## src/rtl/led_pattern_sequencer_if.sv

```systemverilog
// Pattern-sequencer signal bundle: slow Tick/En/Mode control in, LED bank and status out.
// The master side drives the controls; the slave side is the sequencer itself.
interface led_pattern_sequencer_if #(
    parameter int LED_W = 8
);
    // Tick is a free-running level (both edges matter) with no handshake; En gates whether a
    // detected edge is accepted, and Step pulses for exactly one Clkin cycle per accepted edge.
    logic             Tick;
    logic             En;
    logic [1:0]       Mode;
    logic [LED_W-1:0] Leds;
    logic             Step;
    logic [1:0]       CurMode;

    modport master (output Tick, En, Mode, input Leds, Step, CurMode);
    modport slave  (input Tick, En, Mode, output Leds, Step, CurMode);
endinterface

```

## src/rtl/led_pattern_sequencer.sv

```systemverilog
// LED pattern sequencer: synchronizes the divider's slow toggle, turns each edge into a step and
// advances a SHIFT/BOUNCE/COUNT/BLINK pattern. Optional breathing PWM via `define BREATH_PWM_EN.
module led_pattern_sequencer #(
    parameter int LED_W = 8,
    parameter int PWM_W = 8
) (
    input  logic                   Clkin,
    input  logic                   Rstn,
`ifdef BREATH_PWM_EN
    input  logic [PWM_W-1:0]       Duty,
`endif
    led_pattern_sequencer_if.slave bus
);
    typedef enum logic [1:0] {
        MODE_SHIFT  = 2'b00,
        MODE_BOUNCE = 2'b01,
        MODE_COUNT  = 2'b10,
        MODE_BLINK  = 2'b11
    } mode_e;

    typedef enum logic {
        DIR_LEFT  = 1'b0,
        DIR_RIGHT = 1'b1
    } dir_e;

    localparam logic [LED_W-1:0] LedOne = LED_W'(1);

    if (LED_W < 2 || PWM_W < 1) begin : g_param_check
        $error("led_pattern_sequencer: LED_W must be >= 2 and PWM_W >= 1");
    end

    logic             s0_q, s1_q, prev_q;
    logic             tick_edge;
    logic [LED_W-1:0] pat_q, pat_d;
    mode_e            mode_q, mode_d, req_mode;
    dir_e             dir_q, dir_d;
    logic             step_q, step_d;
    logic             go_left;

    assign tick_edge = s1_q ^ prev_q;
    assign req_mode  = mode_e'(bus.Mode);
    // The end positions force the turn even if the stored direction disagrees.
    assign go_left   = pat_q[0] || (dir_q == DIR_LEFT && !pat_q[LED_W-1]);

    always_ff @(posedge Clkin or negedge Rstn) begin
        if (!Rstn) begin
            s0_q   <= 1'b0;
            s1_q   <= 1'b0;
            prev_q <= 1'b0;
            pat_q  <= LedOne;
            mode_q <= MODE_SHIFT;
            dir_q  <= DIR_LEFT;
            step_q <= 1'b0;
        end else begin
            s0_q   <= bus.Tick;
            s1_q   <= s0_q;
            prev_q <= s1_q;
            pat_q  <= pat_d;
            mode_q <= mode_d;
            dir_q  <= dir_d;
            step_q <= step_d;
        end
    end

    always_comb begin
        pat_d  = pat_q;
        mode_d = mode_q;
        dir_d  = dir_q;
        step_d = tick_edge & bus.En;
        if (step_d) begin
            if (req_mode != mode_q) begin
                mode_d = req_mode;
                dir_d  = DIR_LEFT;
                case (req_mode)
                    MODE_COUNT: pat_d = '0;
                    MODE_BLINK: pat_d = '1;
                    default:    pat_d = LedOne;
                endcase
            end else begin
                case (mode_q)
                    MODE_SHIFT: begin
                        if (!$onehot(pat_q)) pat_d = LedOne;
                        else                 pat_d = {pat_q[LED_W-2:0], pat_q[LED_W-1]};
                    end
                    MODE_BOUNCE: begin
                        if (!$onehot(pat_q)) begin
                            pat_d = LedOne;
                            dir_d = DIR_LEFT;
                        end else begin
                            pat_d = go_left ? (pat_q << 1) : (pat_q >> 1);
                            if (pat_d[LED_W-1])  dir_d = DIR_RIGHT;
                            else if (pat_d[0])   dir_d = DIR_LEFT;
                            else                 dir_d = go_left ? DIR_LEFT : DIR_RIGHT;
                        end
                    end
                    MODE_COUNT: pat_d = pat_q + LedOne;
                    default:    pat_d = ~pat_q;
                endcase
            end
        end
    end

    assign bus.Step    = step_q;
    assign bus.CurMode = mode_q;

`ifdef BREATH_PWM_EN
    logic [PWM_W-1:0] pc_q;

    always_ff @(posedge Clkin or negedge Rstn) begin
        if (!Rstn) pc_q <= '0;
        else       pc_q <= pc_q + 1'b1;
    end

    assign bus.Leds = pat_q & {LED_W{pc_q < Duty}};
`else
    assign bus.Leds = pat_q;
`endif
endmodule

```

## src/flat_wrapper.sv

```systemverilog
// flat-port wrapper written by rule: the top's interface ports become plain ports
module led_pattern_sequencer_flat 
#(
    parameter int LED_W = 8,
    parameter int PWM_W = 8
)
  (Clkin, Rstn, bus_Tick, bus_En, bus_Mode, bus_Leds, bus_Step, bus_CurMode);
  led_pattern_sequencer_if #(.LED_W(LED_W)) bus_i ();
  input  logic Clkin;
  input  logic Rstn;
  input wire logic [$bits(bus_i.Tick)-1:0] bus_Tick;
  input wire logic [$bits(bus_i.En)-1:0] bus_En;
  input wire logic [$bits(bus_i.Mode)-1:0] bus_Mode;
  output wire logic [$bits(bus_i.Leds)-1:0] bus_Leds;
  output wire logic [$bits(bus_i.Step)-1:0] bus_Step;
  output wire logic [$bits(bus_i.CurMode)-1:0] bus_CurMode;
  assign bus_i.Tick = bus_Tick;
  assign bus_i.En = bus_En;
  assign bus_i.Mode = bus_Mode;
  assign bus_Leds = bus_i.Leds;
  assign bus_Step = bus_i.Step;
  assign bus_CurMode = bus_i.CurMode;
  led_pattern_sequencer #(.LED_W(LED_W), .PWM_W(PWM_W)) u_core (.Clkin(Clkin), .Rstn(Rstn), .bus(bus_i));
endmodule
```

## config.mk

```make
export PLATFORM = sky130hd
export DESIGN_NAME = led_pattern_sequencer_flat
export DESIGN_NICKNAME = d
export VERILOG_FILES = /design/src/rtl/led_pattern_sequencer_if.sv /design/src/rtl/led_pattern_sequencer.sv /design/src/flat_wrapper.sv
export SDC_FILE = /design/constraint.sdc
export NUM_CORES = 1
export LEC_CHECK = 0
export BUFFER_PORTS_ARGS = -buffer_cell sky130_fd_sc_hd__buf_2
export CORE_UTILIZATION = 57
export DETAILED_ROUTE_END_ITERATION = 6
export PLACE_DENSITY = 0.78
export SLEW_MARGIN = 20
export SYNTH_ARGS = -nofsm -noshare
export SYNTH_HDL_FRONTEND = slang
export SYNTH_SLANG_ARGS = --single-unit
```

## constraint.sdc

```tcl
create_clock -name Clkin -period 4 [get_ports Clkin]
set_input_delay 0.8 -clock Clkin [delete_from_list [all_inputs] [get_ports Clkin]]
set_output_delay 0.8 -clock Clkin [all_outputs]
set_load 0.05 [all_outputs]
```

[Word level (Yosys, flattened, before mapping)]
Cells that the tools add are included.
Word-level totals
  bits in registers: 15
  input bits: 6
  output and inout port bits: 11
Cells by class
  $add $sub $neg: 8
  equal/unequal tests: 6
  multiplexer cells: 12
  bitwise operators: 4
  reduce and logical (&&, ||, !) cells: 7
Operator list (count)
  2-to-1 mux 8 bit: 4
  one-hot mux 8 bit (3 select lines): 1
  one-hot mux 8 bit (2 select lines): 1
  adder 4 bit: 3
  adder 1 x 1 -> 2 bit: 4
  adder 8 x 1 -> 8 bit (second input constant): 1
  NOT 8 bit: 1
  equality test 2 bit (second input constant): 3
  2-to-1 mux 1 bit: 6
  equality test 4 x 1 -> 1 bit (second input constant): 1
  AND reduction 2 bit: 2
  equality test 2 x 1 -> 1 bit (second input constant): 1
  zero test 2 bit: 1
  inequality test 2 bit: 1
  nonzero test 2 bit: 1
  AND 1 bit: 1
  logical AND 1 bit: 1
  zero test 1 bit: 1
  logical OR 1 bit: 1
  NOT 1 bit: 1
  XOR 1 bit: 1

[Longest topological paths before layout]
Gate-level depths: netlist (run 1).
  depth in word-level cells: 9
  depth in mapped cells: 11
  gate-level depth less buffers: 11

[Least setup slack after synthesis (run 1)]
OpenSTA, ideal clock, no wires.
  kind: reg2reg
  start: reg u_core.pat_q[4] (netlist: u_core.bus.Leds[4])
  end: reg u_core.pat_q[7] (netlist: u_core.bus.Leds[7])
  arrival time: 3.805 ns
  path slack: 0.101 ns
  stages on the path, launching flop included: 12
  path buffers: 0
  clock period less this slack: 3.899 ns
  cell sequence: dfrtp_1 -> ha_1 -> inv_1 -> fa_1 -> inv_1 -> fa_1 -> ha_1 -> fa_1 -> or4b_4 -> a2111oi_4 -> a311oi_1 -> a221oi_2
Between the ends
  word-level cells in the longest chain between the ends: 7
  elaborated cells between the ends (all ways): 9
  classes of those cells: add/sub: 4; eq/ne: 1; mux: 4
Ends and longest elaborated chain
  from (decl): line led_pattern_sequencer.sv:34  | logic [LED_W-1:0] pat_q, pat_d;
  from (signal assigned): line led_pattern_sequencer.sv:50  | pat_q <= LedOne;
  from (signal assigned): line led_pattern_sequencer.sv:58  | pat_q <= pat_d;
  adder 1 x 1 -> 2 bit (not written as such): line led_pattern_sequencer.sv:82, led_pattern_sequencer.sv:86
  adder 4 bit (not written as such) (2 in a row): line led_pattern_sequencer.sv:82, led_pattern_sequencer.sv:86
  equality test 4 x 1 -> 1 bit: line led_pattern_sequencer.sv:82, led_pattern_sequencer.sv:86
  2-to-1 mux 8 bit, on equally long branches: line led_pattern_sequencer.sv:86, led_pattern_sequencer.sv:82
  one-hot mux 8 bit (3 select lines) (*): line led_pattern_sequencer.sv:80  | case (mode_q)
  2-to-1 mux 8 bit (*): line led_pattern_sequencer.sv:71  | if (req_mode != mode_q) begin
Mark *: on every way between the ends. The rest lies on a longest branch, timed or not.
A chain may end at the register's enable or synchronous reset.

[Worst setup path in the final report (run 1)]
  start: reg u_core.pat_q[5] (netlist: u_core.bus.Leds[5])
  end: reg u_core.pat_q[7] (netlist: u_core.bus.Leds[7])
The elaborated chain is that of the path after synthesis.

==> results of run 1 <==
[registers in the layout, indices dropped and copies added, names as in the netlist]
name and flops:
u_core.bus.Step 1, u_core.bus.Leds 8, u_core.bus.CurMode 2, u_core.s1_q 1
u_core.prev_q 1, u_core.dir_q 1, u_core.s0_q 1
[layer usage]
layer	part of all wire	wire length (um)	track usage
met1	0.43	1400	0.384
met2	0.46	1490	0.470
met3	0.075	242	0.0374
met4	0.033	106	0.143
met5	0	0	0
[critical path: cells and delay by family (launching register included)]
kind | cells | cell delay (ns)
buf+inv | 2 | 0.12
compound gates | 3 | 0.69
fa+ha+maj | 5 | 1.88
flops | 1 | 0.48
simple gates | 1 | 0.55
[synth_stat cells (2+ instances only)]
| cell | n |
|---|---|
| a211oi_1 | 2 |
| a21boi_0 | 5 |
| a21o_1 | 2 |
| a21oi_1 | 7 |
| a311oi_1 | 2 |
| a31oi_1 | 7 |
| and3_1 | 4 |
| buf_6 | 2 |
| clkbuf_1 | 6 |
| dfrtp_1 | 14 |
| fa_1 | 4 |
| ha_1 | 6 |
| inv_1 | 16 |
| nand2_1 | 11 |
| nand3_1 | 4 |
| nand4_1 | 2 |
| nor2_1 | 10 |
| nor2b_1 | 3 |
| nor3_1 | 3 |
| o211ai_1 | 3 |
| o21ai_0 | 12 |
| xnor2_1 | 3 |
| xor2_1 | 4 |
[final cells by class]
class                   instances  share of cell area
multi-input cells             109               0.569
flip-flops and latches         15               0.271
repair buffers                 19              0.0735
inverters                      16              0.0430
well taps                      27              0.0242
clock buffers                   3              0.0161
clock inverters                 1             0.00359
[through the flow]
step	setup WS, ns	area (um2)
3_5_place_dp	0.192	1360
6_report	0.177	1400
5_1_grt	0.00879	1400
2_1_floorplan	0.101	1280
3_3_place_gp	0.323	1360
4_1_cts	0.154	1390
[logic make-up after synthesis]
logic type	Yosys count	share of synthesized area
compound gates	49	0.274
xor+xnor	7	0.0479
fa+ha+maj	10	0.121
buf+inv	26	0.0918
flops	15	0.294
mux	1	0.00781
simple gates	42	0.163
[worst paths after layout]
kind,start,slack (ns),depth (start not counted),endpoint
hold / removal,u_core.s0_q,0.37,0,u_core.s1_q
max in group asynchronous,Rstn,3.32,1,u_core.bus.Leds[0]
setup reg to reg,u_core.bus.Leds[5],0.18,11,u_core.bus.Leds[7]
hold reg to reg,u_core.s0_q,0.37,0,u_core.s1_q
min in group asynchronous,Rstn,0.38,1,u_core.dir_q
setup / recovery,u_core.bus.Leds[5],0.18,11,u_core.bus.Leds[7]
[power by group through the flow]
| stage | clock network, uW | logic, uW | registers (uW) |
|---|---|---|---|
| CTS | 96.8 | 726 | 255 |
| floorplan | 0 | 462 | 345 |
| finish | 96.7 | 739 | 258 |
| global placement | 0 | 683 | 257 |
| detailed placement | 0 | 725 | 259 |
| global route | 104 | 798 | 266 |
==> metrics.md, run 1 <==
| Metric | Value |
|---|---|
| H-tree depth | `1` |
| Synth cell types | `41` |
| Switch share | `0.536` |
| Die Y | `49.4 um` |
| Commonest cells after routing, fill and taps aside | `inv_1 (16), buf_2 (16), dfrtp_1 (13)` |
| Clock Sinks | `15` |
| Worst skew pair latency | `0.30 ns` |
| Top-level port count | `17` |
| Starting Density | `0.627` |
| Hold-fix buffers, CTS | `0` |
| F_max | `262 MHz` |
| DR WL/cell | `17.0 um` |
| Vias in the first global route | `1140` |
| Min Tclk post-route | `3.82 ns` |
| Die area | `2440 um2` |
| Die width | `49.4 um` |
| Total CTS buffers | `3` |
| Fill cells | `178` |
| RSZ-0062 raised after global routing | `false` |
| Kind of critical path | `register to register` |
| Slowest cell delay on critical path | `0.55 ns` |
| Tightest Pin Transition | `0.860 ns` |
| Mapped Cells | `150` |
| Hold Path Class | `register to register` |
| Dpl cells | `186` |
| Final cycle utilization of the critical path | `0.956` |
| TritonCTS clock tree | `built` |
| Total grt overflow | `0` |
| Syn_nets | `166` |
| First-pass GRT wire length | `5350 um` |
| Relative slew slack | `0.427` |
| Register area | `378 um2` |
| FFs w/ async S/R, synth | `1.00` |
| Final Hold Fails | `0` |
| Leading area contributor after synthesis | `dfrtp_1` |
| Syn Area/Cell | `8.54 um2` |
| Yosys reg bits | `15` |
| Largest net degree at the start of global routing | `29` |
| Cell Area, Synth | `1280 um2` |
| Global placement routability congestion | `0.890` |
| Initial DRT Pass Iterations | `4` |
| DRC viols | `0` |
| Gate power share | `0.676` |
| Synth top area share | `0.273` |
| Final net count | `180` |
| Slowest cell on crit path | `or4b_4` |
| Initial antenna violation count | `0` |
| Synth Warn # | `0` |
| Power density over the cells | `784 nW/um2` |
| Worst-path fanout max | `8` |
| Startpoint types | `register` |
| Worst vdd ir | `0.000602 V` |
| Seq pwr share | `0.236` |
| Max Cap Viol | `0` |
| Routed wire length | `3240 um` |
| FP Rows | `16` |
| CTS clk-pin slew, worst paths | `0.11 ns` |
| Layout Utilization | `0.683` |
| Synth top area cells | `dfrtp_1 (27%), fa_1 (6.3%), ha_1 (5.9%), o21ai_0 (4.7%), inv_1 (4.7%)` |
| Leak | `0.000654 uW` |
| Status | `complete, no violations` |
| Ant diodes | `0` |
| Setup Viol. Count Final | `0` |
| Worst Setup End Kind | `register` |
| Clock network power share | `0.088` |
| Switch Pwr | `587 uW` |
| Number of vias per cell | `6.33` |
| Root buf cell | `clkbuf_4` |
| Post-synth EDFFs | `0` |
| CP Data Arrival Time | `4.03 ns` |
| Multi-input gate area | `793 um2` |
| CP most frequent cell | `fa_1` |
| Fin. max-slew vios | `0` |
| Skew final | `0.0142 ns` |
| Area Growth Syn to Fin | `8.89%` |
| Total Power | `1090 uW` |
| Deepest clock path buffer count | `2` |
| Layout Cells excl Fill | `190` |
| Cts repair resizes | `0` |
| Core ar. | `2040 um2` |
| TNS Setup | `0 ns` |
| DR vias | `1203` |
| Post-DP HPWL | `2340 um` |
| Routed Antenna Nets | `0` |
| Critical Path RT | `4.20 ns` |
| Sequential share of the synthesized area | `0.294` |
| Fin Hold WS | `0.367 ns` |
| GRT Util Overall | `0.292` |
| DR iter-0 viols | `56` |
| Int Pwr | `507 uW` |
| Setup bufs post-CTS | `0` |
| Worst path cell trace | `ha_1 -> inv_1 -> fa_1 -> inv_1 -> fa_1 -> ha_1 -> fa_1 -> or4b_4 -> a2111oi_4 -> a311oi_1 -> a221oi_2` |
| Buffers added on ports | `16` |
| Main synth FF type | `dfrtp_1` |
| Share of cells above drive strength 1 | `0.202` |
Power figures use the tool's default switching activity.
==> run 2, diff against run 1 <==
--- a/config.mk
+++ b/config.mk
@@ -5,10 +5,11 @@
 export SDC_FILE = /design/constraint.sdc
 export NUM_CORES = 1
 export LEC_CHECK = 0
+export ABC_AREA = 1
 export BUFFER_PORTS_ARGS = -buffer_cell sky130_fd_sc_hd__buf_2
-export CORE_UTILIZATION = 57
+export CORE_UTILIZATION = 51
 export DETAILED_ROUTE_END_ITERATION = 6
-export PLACE_DENSITY = 0.78
+export PLACE_DENSITY = 0.74
 export SLEW_MARGIN = 20
 export SYNTH_ARGS = -nofsm -noshare
 export SYNTH_HDL_FRONTEND = slang
==> constraint.sdc (replaced) <==
create_clock -name Clkin -period 3.4 [get_ports Clkin]
set_input_delay 0.68 -clock Clkin [delete_from_list [all_inputs] [get_ports Clkin]]
set_output_delay 0.68 -clock Clkin [all_outputs]
set_load 0.05 [all_outputs]
==> metrics.md, run 2 <==
| Metric | Value |
|---|---|
| Area Growth Syn to Fin | `16.6%` |
| Worst path cell trace | `ha_1 -> inv_1 -> fa_1 -> inv_1 -> fa_1 -> ha_1 -> fa_1 -> inv_1 -> nand2_1 -> nor2_4 -> nand2_1 -> nor2_1 -> nand2_1 -> nand3_1 -> nand2_1 -> a21oi_1` |
| Post-DP HPWL | `2440 um` |
| Initial DRT Pass Iterations | `5` |
| Register area | `379 um2` |
| Global placement routability congestion | `0.904` |
| DR vias | `1310` |
| Hold Path Class | `input pin to async pin` |
| Kind of critical path | `register to register` |
| CP delay by family, top | `adder cells` |
| Routed wire length | `3260 um` |
| Total CTS buffers | `3` |
| Max reg flops | `8` |
| Largest net degree at the start of global routing | `16` |
| Syn_nets | `196` |
| Synth Warn # | `0` |
| Fin. max-slew vios | `0` |
| Top-count cell post-synth | `nand2_1` |
| Initial antenna violation count | `0` |
| Tightest Pin Transition | `0.426 ns` |
| RSZ-0062 raised after global routing | `false` |
| Ant diodes | `0` |
| Final cycle utilization of the critical path | `0.944` |
| Worst skew pair latency | `0.29 ns` |
| Status | `complete, no violations` |
| Final Hold Fails | `0` |
| Worst-path fanout max | `5` |
| DRC viols | `0` |
| Final net count | `225` |
| Yosys reg bits | `15` |
| Core ar. | `2280 um2` |
| CTS clk-pin slew, worst paths | `0.11 ns` |
| Deepest clock path buffer count | `2` |
| Number of vias per cell | `5.55` |
| Die Y | `51.6 um` |
| H-tree depth | `1` |
| Total grt overflow | `0` |
| FFs w/ async S/R, synth | `1.00` |
| Slowest cell delay on critical path | `0.43 ns` |
| CP most frequent cell | `nand2_1` |
| Main synth FF type | `dfrtp_1` |
| Starting Density | `0.552` |
| Share of cells above drive strength 1 | `0.245` |
| Fill cells | `241` |
| Setup Viol. Count Final | `0` |
| Commonest cells after routing, fill and taps aside | `nand2_1 (45), inv_1 (25), nand3_1 (22)` |
| Commonest non-fill, non-tap cell in the layout | `nand2_1` |
| Top-level port count | `17` |
| First-pass GRT wire length | `5400 um` |
| Max Cap Viol | `0` |
| Skew final | `0.00715 ns` |
| Most common library cells after synthesis | `nand2_1 (45), inv_1 (25), nand3_1 (22)` |
| Layout Utilization | `0.644` |
| Synth cell types | `25` |
| Clock Sinks | `15` |
| Slowest cell on crit path | `fa_1` |
| Post-synth EDFFs | `0` |
| Min Tclk post-route | `3.21 ns` |
| Vias in the first global route | `1192` |
| Multi-input gate area | `742 um2` |
| Syn Area/Cell | `6.98 um2` |
| Startpoint types | `register` |
| FP Rows | `17` |
| Routed Antenna Nets | `0` |
| Synth top area cells | `dfrtp_1 (28%), nand2_1 (13%), nand3_1 (8.8%), inv_1 (7.5%), fa_1 (6.4%)` |
| CP Data Arrival Time | `3.44 ns` |
| Synth top area share | `0.279` |
| Die area | `2670 um2` |
| Leading area contributor after synthesis | `dfrtp_1` |
| TNS Setup | `0 ns` |
| Worst vdd ir | `0.000545 V` |
| Power density over the cells | `866 nW/um2` |
| Worst Setup End Kind | `register` |
| GRT Util Overall | `0.280` |
| Buffers added on ports | `16` |
| Die width | `51.6 um` |
| Root buf cell | `clkbuf_4` |
| Reg2reg setup slack | `0.19 ns` |
| WP buf/inv | `3` |
| TritonCTS clock tree | `built` |
| Cell Area, Synth | `1260 um2` |
| Relative slew slack | `0.715` |
| Cts repair resizes | `0` |
| DR iter-0 viols | `35` |
| Sequential share of the synthesized area | `0.300` |
| Leak | `0.000774 uW` |
| DR WL/cell | `13.8 um` |
| F_max | `312 MHz` |
| Mapped Cells | `180` |
| Critical Path RT | `3.63 ns` |
| Fin Hold WS | `0.280 ns` |
[run 2: timing repair]
action | 4_1_cts | 5_1_grt
hold endpoints to repair | 0 | 0
hold buffers | 0 | 0
buffers inserted | 0 | 3
endpoints found under the setup margin | 0 | 1
[run 2: power by group]
group	switching, uW	internal (uW)
logic	582	324
clock network	66.4	43.8
registers	39.0	214
total	687	582
[run 2: worst paths after layout]
check | start | to | cells past startpoint
worst min register to register | u_core.s0_q | u_core.s1_q | 0
worst max register to register | u_core.bus.Leds[2] | u_core.bus.Leds[6] | 16
worst min-delay path | Rstn | u_core.dir_q | 1
max in group asynchronous | Rstn | u_core.bus.Leds[0] | 1
worst max-delay path | u_core.bus.Leds[2] | u_core.bus.Leds[6] | 16
min in group Clkin | u_core.s0_q | u_core.s1_q | 0
[run 2: per-layer routing]
metal,GRT usage,vias up,share of wire
met5,0,-,0
met4,0.0991,0,0.0043
met3,0.0351,4,0.065
met2,0.472,57,0.48
met1,0.365,619,0.45
li1,-,630,-
[run 2: area by class of cell]
type | count | area share
flip-flops and latches | 15 | 0.259
well taps | 28 | 0.0239
repair buffers | 27 | 0.111
inverters | 31 | 0.0811
multi-input cells | 131 | 0.506
clock buffers | 3 | 0.0154
clock inverters | 1 | 0.00342
[run 2: stage by stage]
stage,area [um2],power [uW],std cells,setup slack (ns)
after floorplan,1260,865,180,0.00292
after global placement,1410,1040,228,0.282
after detailed placement,1410,1060,228,0.199
after CTS,1440,1170,232,0.193
after global routing,1470,1390,236,0.00676
final,1470,1270,236,0.191
[run 2: kinds of logic after synthesis]
group	synth area share
AOI/OAI and AO/OA	0.115
xor gates and xnor gates	0.0139
adders and majority gates	0.124
buffers and inverters	0.115
DFF	0.300
and+or+nand+nor	0.334
[run 2: worst reg2reg max path, stage by stage, from the launching register on]
cell and delay, ns:
dfrtp_2 0.42, ha_1 0.23, inv_1 0.08, fa_1 0.41
inv_1 0.08, fa_1 0.41, ha_1 0.22, fa_1 0.43
inv_1 0.07, nand2_1 0.11, nor2_4 0.18, nand2_1 0.06
nor2_1 0.12, nand2_1 0.07, nand3_1 0.07, nand2_1 0.06
a21oi_1 0.12
